==> config.mk <==
export PLATFORM = sky130hd
export DESIGN_NAME = fetch_unit
export DESIGN_NICKNAME = d
export VERILOG_FILES = /design/src/rtl/fetch_unit.sv
export SDC_FILE = /design/constraint.sdc
export NUM_CORES = 1
export LEC_CHECK = 0
export CAP_MARGIN = 25
export CORE_MARGIN = 1
export CORE_UTILIZATION = 50
export DETAILED_ROUTE_END_ITERATION = 8
export PLACE_DENSITY = 0.87
export SLEW_MARGIN = 0
export SYNTH_ARGS = -nofsm -noshare
export SYNTH_HDL_FRONTEND = slang
export SYNTH_SLANG_ARGS = --single-unit
==> constraint.sdc <==
create_clock -name clk -period 2.9 [get_ports clk]
set_input_delay 0.58 -clock clk [delete_from_list [all_inputs] [get_ports clk]]
set_output_delay 0.58 -clock clk [all_outputs]
set_load 0.02 [all_outputs]
==> src/rtl/fetch_unit.sv <==
// Instruction fetch stage: issues sequential word addresses to a one-cycle
// instruction memory and buffers one returned word in a skid entry when decode stalls.
module fetch_unit #(
    parameter logic [31:0] RESET_PC   = 32'h0000_0000,
    parameter int unsigned IMEM_BYTES = 80
) (
    input  logic        clk,
    input  logic        reset,
    output logic [31:0] pc_addr,
    input  logic [31:0] imem_data,
    input  logic        redirect_valid,
    input  logic [31:0] redirect_pc,
    output logic        if_valid,
    input  logic        if_ready,
    output logic [31:0] if_instr,
    output logic [31:0] if_pc,
    output logic        fault
);

    localparam logic [31:0] LAST_PC = 32'(IMEM_BYTES - 4);

    logic [31:0] fetch_pc;
    logic        resp_valid;
    logic [31:0] resp_pc;
    logic        hold_valid;
    logic [31:0] hold_pc;
    logic [31:0] hold_instr;

    logic [31:0] next_seq_pc;
    logic        redirect_bad;
    logic        issue;
    logic        capture;

    assign next_seq_pc  = (fetch_pc == LAST_PC) ? 32'd0 : fetch_pc + 32'd4;
    assign redirect_bad = (redirect_pc[1:0] != 2'b00) || (redirect_pc > LAST_PC);

    // A new fetch goes out whenever the slot toward decode will be free after this edge.
    assign issue   = !fault && !redirect_valid &&
                     (hold_valid ? if_ready : (!resp_valid || if_ready));
    assign capture = !fault && !redirect_valid && !hold_valid && resp_valid && !if_ready;

    always_ff @(posedge clk) begin
        if (!reset) begin
            fetch_pc   <= RESET_PC;
            resp_valid <= 1'b0;
            resp_pc    <= 32'd0;
            hold_valid <= 1'b0;
            hold_pc    <= 32'd0;
            hold_instr <= 32'd0;
            fault      <= 1'b0;
        end else if (!fault) begin
            if (redirect_valid) begin
                resp_valid <= 1'b0;
                hold_valid <= 1'b0;
                if (redirect_bad)
                    fault <= 1'b1;
                else
                    fetch_pc <= redirect_pc;
            end else begin
                if (issue) begin
                    resp_valid <= 1'b1;
                    resp_pc    <= fetch_pc;
                    fetch_pc   <= next_seq_pc;
                    hold_valid <= 1'b0;
                end
                // The memory word is only visible for one cycle, so park it before it is lost.
                if (capture) begin
                    hold_valid <= 1'b1;
                    hold_pc    <= resp_pc;
                    hold_instr <= imem_data;
                    resp_valid <= 1'b0;
                end
            end
        end
    end

    assign pc_addr = fetch_pc;

    always_comb begin
        if_valid = !fault && (resp_valid || hold_valid);
        if_instr = 32'd0;
        if_pc    = 32'd0;
        if (if_valid) begin
            if (hold_valid) begin
                if_instr = hold_instr;
                if_pc    = hold_pc;
            end else begin
                if_instr = imem_data;
                if_pc    = resp_pc;
            end
        end
    end

endmodule

# Yosys cells after proc, flatten, opt, wreduce, memory -nomap -nowiden
# Cells that the tools add are included.
# word_totals
register_bits	131
latchBits	0
mem_bits_rw	0
romBits	0
input_bits	68
output_inout_bits	98
elab_cells	52
memories	0
# op_classes
addsub	1
multipliers	0
n_div	0
order_cmp	1
n_eq_ne	2
n_shift	0
mux	18
bitwise_logic	2
n_reduce_logical	21
# ops
cell	n
$mux W32	8
$add A32 B3 Y32 const B	1
$eq A32 B7 Y1 const B	1
$gt A32 B7 Y1 const B	1
$mux W1	10
$reduce_and A3 Y1	3
$logic_and A1 B1 Y1	6
$logic_not A1 Y1	5
$reduce_bool A2 Y1	2
$logic_or A1 B1 Y1	3
$reduce_bool A3 Y1	1
$ne A2 B2 Y1 const B	1
$not A1 Y1	2
$reduce_and A2 Y1	1

# Depth between registers and ports, before layout
# Gate-level depths: netlist of run 1.
# depth
depth_word	7
ltp_mapped	8
ltp_nobuf	6

# Worst setup path before layout of run 1
# Ideal clock, no wire load.
# synth_path
path_kind	flip-flop to output port
start	register hold_valid
end	output if_instr[0]
arrival_time_ns	1.455
required_time_ns	2.320
setup_slack_ns	0.865
path_stages_with_launch	6
path_buffers	3
cell_sequence	dfxtp_1 buf_2 clkbuf_1 buf_2 mux2i_1 nor2_1
# synth_via
elab_chain_cells	3
word_cells_on_any_way	4
cone_classes	mux (2); reduce/logical (2)
# synth_lines
element	line	rtl
start, declared	25	logic hold_valid;
start signal, assigned	47	hold_valid <= 1'b0;
start signal, assigned	54	hold_valid <= 1'b0;
start signal, assigned	64	hold_valid <= 1'b0;
$logic_or A1 B1 Y1	80	if_valid = !fault && (resp_valid || hold_valid);
$logic_and A1 B1 Y1	80	
$mux W32 (*)	83	if (if_valid) begin
end, declared	15	output logic [31:0] if_instr,
# Every way passes the cells marked *; elsewhere a longest branch is shown, timed or not.

# Final worst setup path of run 1
# layout_path
start	register hold_valid
end	output if_pc[17]
# layout_via
elab_chain_cells	3
word_cells_on_any_way	4
cone_classes	mux (2); reduce/logical (2)
# layout_lines
element	line	rtl
$logic_or A1 B1 Y1	80	
$logic_and A1 B1 Y1	80	
$mux W32 (*)	83	
end, declared	16	output logic [31:0] if_pc,
# Marked as above.

==> metrics.md, run 1 <==
| Metric | Value |
|---|---|
| Num Clock Sinks | approximately 130 |
| Setup Skew | around 0.0078 ns |
| Final hold viol count | 0 |
| Top_reg_cell synth | dfxtp_1 |
| Hpwl dp | about 12000 um |
| Final Hold Slack | 0.452 ns |
| Die Y | between 100 and 150 um |
| Clock-pin transition on the worst setup and hold timing paths | about 0.060 ns |
| Sequential cell area fraction in the yosys report | roughly 41% |
| Root buf cell | clkbuf_16 |
| Inserted Clock Buffers | 17 |
| Hold Path Depth | 2 |
| Comb power frac | about 11% |
| Sw Pwr | ~1.1 mW |
| Largest net degree at the start of global routing | between 90 and 100 |
| Vias | 6848 |
| Routed WL | between 15000 and 20000 um |
| Syn_nets | 930 |
| Post-synth EDFFs | 0 |
| Crit-path cells | buf_12 > mux2i_1 > nor2_1 > clkdlybuf4s50_1 |
| Slew headroom | 45.7% |
| Pwr/cell area | ~530 nW/um^2 |
| Worst Hold End | hold_pc[31] |
| Die area | ~13000 um^2 |
| Tmin final | approximately 2.7 ns |
| Grt total ovfl | 0 |
| Initial antenna violation count | 0 |
| H-tree lvl count | 4 |
| Period utilization | a little over nine tenths |
| Antenna Violating Nets Remaining | 0 |
| Synth-to-layout area growth | 38.1% |
| Max FO, Critical Path | 42 |
| IO Port Bufs | 165 |
| Endpoint class of the critical path | primary output |
| Routability cong. | 0.905 |
| Clk pwr share | 49.5% |
| Maximum clock rate | ~370 MHz |
| Critical Path AT | approximately 2.2 ns |
| Slew @ Worst Pin | about 0.81 ns |
| Cell Area, Placed | slightly above 8000 um^2 |
| HP Class | reg -> reg |
| Worst path bufs/invs | 2 |
| Status | complete, no violations |
| DRC | 0 |
| Pleak | just under 3 nW |
| WL per Instance | about 16 um |
| Top-Level Pins | ~170 |
| Reg-to-reg slack, setup | ~0.57 ns |
| Worst VDD drop | 0.000334 V |
| R2R cell count | 4 |
| Critical path class | reg -> out |
| Vias in the first global route | between 6000 and 7000 |
| Synth area leaders | dfxtp_1, nand2_1, mux2i_1, a21oi_1, nor2_1 |
| Clk_lat worst skew | 0.41 ns |
| CTS tree | yes |
| Drt pass-1 iters | 5 |
| Reg power frac | about 39% |
| Cell count after synthesis | approximately 860 |
| Synth Cell Area | 6470 um^2 |
| R2r endpoint | pc_addr[31] |
| DR vias/cell | between 5 and 6 |
| Hold path startpoint | hold_pc[31] |
| Final Max Slew Viols | 0 |
| Starting Density | a little over 50% |
| Diode count | 0 |
| Share of post-route cells with drive strength above 1 | 6.45% |
| Crit start category | flop |
| Synth top area share | around two fifths |
| Post-synth top area cell | dfxtp_1 |
| CP delay by family, top | buffers and inverters |
| Max-cap violations | 0 |
| Commonest non-fill, non-tap cells in the layout | nand2_1, clkdlybuf4s50_1, dfxtp_1, a21oi_1, nor2_1 |
| Worst reg2reg path startpoint | pc_addr[4] |
| Switching Fraction | a little under a quarter |
| Slowest cell on crit path | clkdlybuf4s50_1 |
| Core area | between 10000 and 15000 um^2 |
| Yosys reg bits | ~130 |
| Asr flop ratio synth | 0% |
| Post-synth cell types | between 50 and 60 |
| Setup TNS | 0 ns |
| Cell Rows | between 40 and 50 |
| Clock Path Buffers | 2 |
| DR iter-0 viols | around 700 |
| Post-layout nets | 1065 |
| Utilization after layout | 70.9% |
| Largest stage delay on the critical path | around 0.54 ns |
| Final Cell Area | around 8900 um^2 |
| Required @ worst endpoint | roughly 2.3 ns |
| Ys Warns | 0 |
| First-pass GRT wire length | approximately 30000 um |
| Synth Area per Inst | ~7.5 um^2 |
| P_int | ~3.7 mW |
| Most common cell after layout, fill and taps aside | nand2_1 |
| Fill cells | between 900 and 1000 |
| Overall Global Routing Usage | between 20% and 30% |
| Endpoints failing setup | 0 |
| Die width | 116 um |
| Unrepaired setup endpoints after global routing | false |
[registers in the layout (all words and copies together) (netlist names)]
register / cells
fault: 1
pc_addr: 32
hold_pc: 32
hold_valid: 1
resp_valid: 1
resp_pc: 32
hold_instr: 32
[synthesized netlist by cell type, types with 5 or more instances]
master	count
nand2_1	232
dfxtp_1	131
a21oi_1	125
nor2_1	79
mux2i_1	64
clkbuf_1	42
buf_2	19
nand3_1	19
o21ai_0	15
nor4_1	14
nand4_1	10
nor3_1	10
inv_1	9
a31oi_1	7
o32ai_1	7
and4_1	6
and3_1	5
[metal layers]
metal	vias to the layer above	global-route usage [%]	part of all wire [%]
li1	3260	-	-
met1	3227	37.5	42
met2	318	46.5	48
met3	43	6.07	7.5
met4	0	10.8	2.0
met5	-	0	0
[cell type report]
class / instances / area [um^2] / area share [%]
clock inverter: 9 / 176 / 1.97
multi-input combinational: 649 / 3540 / 39.6
tap: 172 / 215 / 2.41
timing repair buffer: 187 / 1870 / 20.9
clock buffer: 22 / 474 / 5.30
sequential: 131 / 2630 / 29.4
inverter: 10 / 38.8 / 0.434
[kinds of logic after synthesis]
family | Yosys count | share of synthesized area, %
buf+inv | 81 | 5.30
simple gates | 393 | 26.9
fa+ha+maj | 1 | 0.193
mux | 64 | 9.90
compound gates | 191 | 17.2
flops | 131 | 40.5
[metrics by stage]
step	setup slack, ns	std cells	power (mW)
global route	0.0221	1180	4.88
detailed placement	0.168	1149	2.42
global placement	0.317	1149	2.41
floorplan	0.865	861	2.16
CTS	0.0834	1180	4.77
finish	0.162	1180	4.74
[power groups by stage]
stage               sequential [mW]  clock (mW)  combinational (mW)
floorplan                      1.89           0               0.270
global placement               1.90           0               0.517
detailed placement             1.90           0               0.525
CTS                            1.86        2.38               0.530
global route                   1.86        2.45               0.570
finish                         1.86        2.35               0.534
[tightest hold or removal path, cell delays in order, from the launching register on]
cell,delay [ns]
dfxtp_1,0.30
nand2_1,0.05
a21oi_1,0.05
[worst max-delay path by stage]
| stage | start | endpoint | slack [ns] | cells after the start |
|---|---|---|---|---|
| after detailed placement | redirect_pc[14] | pc_addr[26] | 0.17 | 6 |
| after CTS | fault | if_pc[31] | 0.08 | 5 |
| final | hold_valid | if_pc[17] | 0.16 | 4 |
| after floorplan | hold_valid | if_instr[0] | 0.87 | 5 |
| after global routing | hold_valid | if_pc[17] | 0.02 | 4 |
| after global placement | redirect_pc[14] | pc_addr[26] | 0.32 | 6 |
[repair_timing]
| item | in CTS | in global routing |
|---|---|---|
| resized for setup | 0 | 1 |
| hold buffers | 0 | 0 |
| setup endpoints to repair | 0 | 3 |
| buffers inserted | 0 | 0 |
No activity file was read; power rests on OpenSTA's default activity.
==> run 2, diff against run 1 <==
--- a/config.mk
+++ b/config.mk
@@ -9,7 +9,7 @@
 export CORE_MARGIN = 1
 export CORE_UTILIZATION = 50
 export DETAILED_ROUTE_END_ITERATION = 8
-export PLACE_DENSITY = 0.87
+export PLACE_DENSITY = 0.91
 export SLEW_MARGIN = 0
 export SYNTH_ARGS = -nofsm -noshare
 export SYNTH_HDL_FRONTEND = slang
==> metrics.md, run 2 (same netlist as run 1, synthesis figures left out) <==
| Metric | Value |
|---|---|
| Final Cell Area | slightly below 9000 um^2 |
| Core area | 12600 um^2 |
| Setup Skew | between 0.01 and 0.015 ns |
| Unrepaired setup endpoints after global routing | false |
| Required @ worst endpoint | 2.32 ns |
| Die area | ~13000 um^2 |
| DR iter-0 viols | approximately 710 |
| Clock Path Buffers | 2 |
| Root buf cell | clkbuf_16 |
| Reg-to-reg slack, setup | roughly 0.56 ns |
| Vias in the first global route | 6504 |
| Status | complete, no violations |
| Pleak | 2.88 nW |
| Critical path class | reg -> out |
| Max-cap violations | 0 |
| Antenna Violating Nets Remaining | 0 |
| Routed WL | 19700 um |
| Pwr/cell area | 494 nW/um^2 |
| Grt total ovfl | 0 |
| Hpwl dp | 13000 um |
| Hold_buf cts | 0 |
| Sw Pwr | 1.05 mW |
| Most common cell after layout, fill and taps aside | nand2_1 |
| Routability cong. | roughly 0.87 |
| Top-Level Pins | roughly 170 |
| Post-layout nets | about 1100 |
| Tmin final | ~2.8 ns |
| Fill cells | between 900 and 1000 |
| Crit start category | flop |
| P_int | between 3 and 4 mW |
| First-pass GRT wire length | roughly 31000 um |
| Critical Path AT | 2.19 ns |
| Period utilization | 95.7% |
| Final Max Slew Viols | 0 |
| Clk_lat worst skew | around 0.4 ns |
| Clk pwr share | about 45% |
| Cell Area, Placed | between 8000 and 9000 um^2 |
| Num Clock Sinks | between 100 and 150 |
| Post-CTS resize count | 0 |
| Starting Density | approximately half |
| CTS tree | yes |
| FF/Latch Area | between 2000 and 3000 um^2 |
| WL per Instance | 16.6 um |
| DRC | 0 |
| Setup TNS | 0 ns |
| HP Class | reg -> reg |
| Comb power frac | between 10% and 20% |
| Utilization after layout | between 70% and 80% |
| Worst Hold End | hold_pc[7] |
| Die width | around 120 um |
| Worst VDD drop | about 0.00035 V |
| Worst reg2reg path startpoint | pc_addr[4] |
| Inserted Clock Buffers | 17 |
| Hold path startpoint | hold_pc[7] |
| Multi-input gate area | 3540 um^2 |
| Endpoints failing setup | 0 |
| Switching Fraction | 24.0% |
| Hold Path Depth | 2 |
| Endpoint class of the critical path | primary output |
| Commonest non-fill, non-tap cells in the layout | nand2_1, clkdlybuf4s50_1, dfxtp_1, a21oi_1, nor2_1 |
| Maximum clock rate | 360 MHz |
| Vias | around 7000 |
| H-tree lvl count | 4 |
| Synth-to-layout area growth | 37.5% |
| DR vias/cell | 5.91 |
| Reg power frac | 42.1% |
| Slew @ Worst Pin | around 0.86 ns |
| IO Port Bufs | approximately 170 |
| Die Y | between 100 and 150 um |
| R2r endpoint | pc_addr[31] |
| Final hold viol count | 0 |
| Cell Rows | ~40 |
| Diode count | 0 |
| Drt pass-1 iters | 6 |
| Post-CTS Setup Bufs | 0 |
| Slew headroom | 42.2% |
| Initial antenna violation count | 0 |
| Largest net degree at the start of global routing | 75 |
| R2R cell count | 5 |
| Max FO, Critical Path | 33 |
| Overall Global Routing Usage | 29.9% |
| Clock-pin transition on the worst setup and hold timing paths | 0.05 ns |
| Share of post-route cells with drive strength above 1 | between 6 and 7% |
[run 2: how the worst max path moves through the flow]
stage / start / end / slack, ns / cells after the start
after floorplan: hold_valid / if_instr[0] / 0.87 / 5
after global placement: redirect_pc[14] / pc_addr[26] / 0.11 / 6
final: fault / if_instr[1] / 0.13 / 6
after global routing: fault / if_pc[10] / 0.02 / 6
after detailed placement: redirect_pc[14] / pc_addr[26] / 0.11 / 6
after CTS: fault / if_pc[10] / 0.12 / 6
[run 2: power by group through the flow]
| stage | combinational [mW] | sequential, mW | clock [mW] |
|---|---|---|---|
| finish | 0.561 | 1.85 | 1.99 |
| CTS | 0.555 | 1.85 | 2.00 |
| global placement | 0.538 | 1.89 | 0 |
| detailed placement | 0.551 | 1.89 | 0 |
| global route | 0.597 | 1.86 | 2.08 |
| floorplan | 0.270 | 1.89 | 0 |
[run 2: critical path: stages, from the launching register on]
cell and delay [ns]:
dfxtp_1 0.37, inv_2 0.14, o21ai_4 0.13, buf_12 0.20, buf_12 0.17, nor2_1 0.14
clkdlybuf4s50_1 0.62
[run 2: stage by stage]
stage | setup WS [ns] | total power, mW | hold WS [ns] | std cells
after floorplan | 0.865 | 2.16 | 0.436 | 861
after global routing | 0.0174 | 4.53 | 0.467 | 1182
final | 0.125 | 4.40 | 0.451 | 1182
after detailed placement | 0.107 | 2.44 | 0.446 | 1154
after CTS | 0.122 | 4.41 | 0.454 | 1182
after global placement | 0.114 | 2.43 | 0.441 | 1153
[run 2: final cells by class]
cell class	count	share of cell area (%)
Multi-Input combinational cell	649	39.8
Sequential cell	131	29.5
Timing Repair Buffer	192	21.7
Clock buffer	23	5.60
Tap cell	172	2.42
Clock inverter	5	0.590
Inverter	10	0.436
[run 2: layer usage]
metal | GRT usage, % | wire (um) | vias up
met5 | 0 | 0 | -
met4 | 13.9 | 601 | 0
li1 | - | - | 3273
met2 | 51.0 | 9690 | 351
met1 | 36.8 | 7820 | 3298
met3 | 5.28 | 1550 | 59
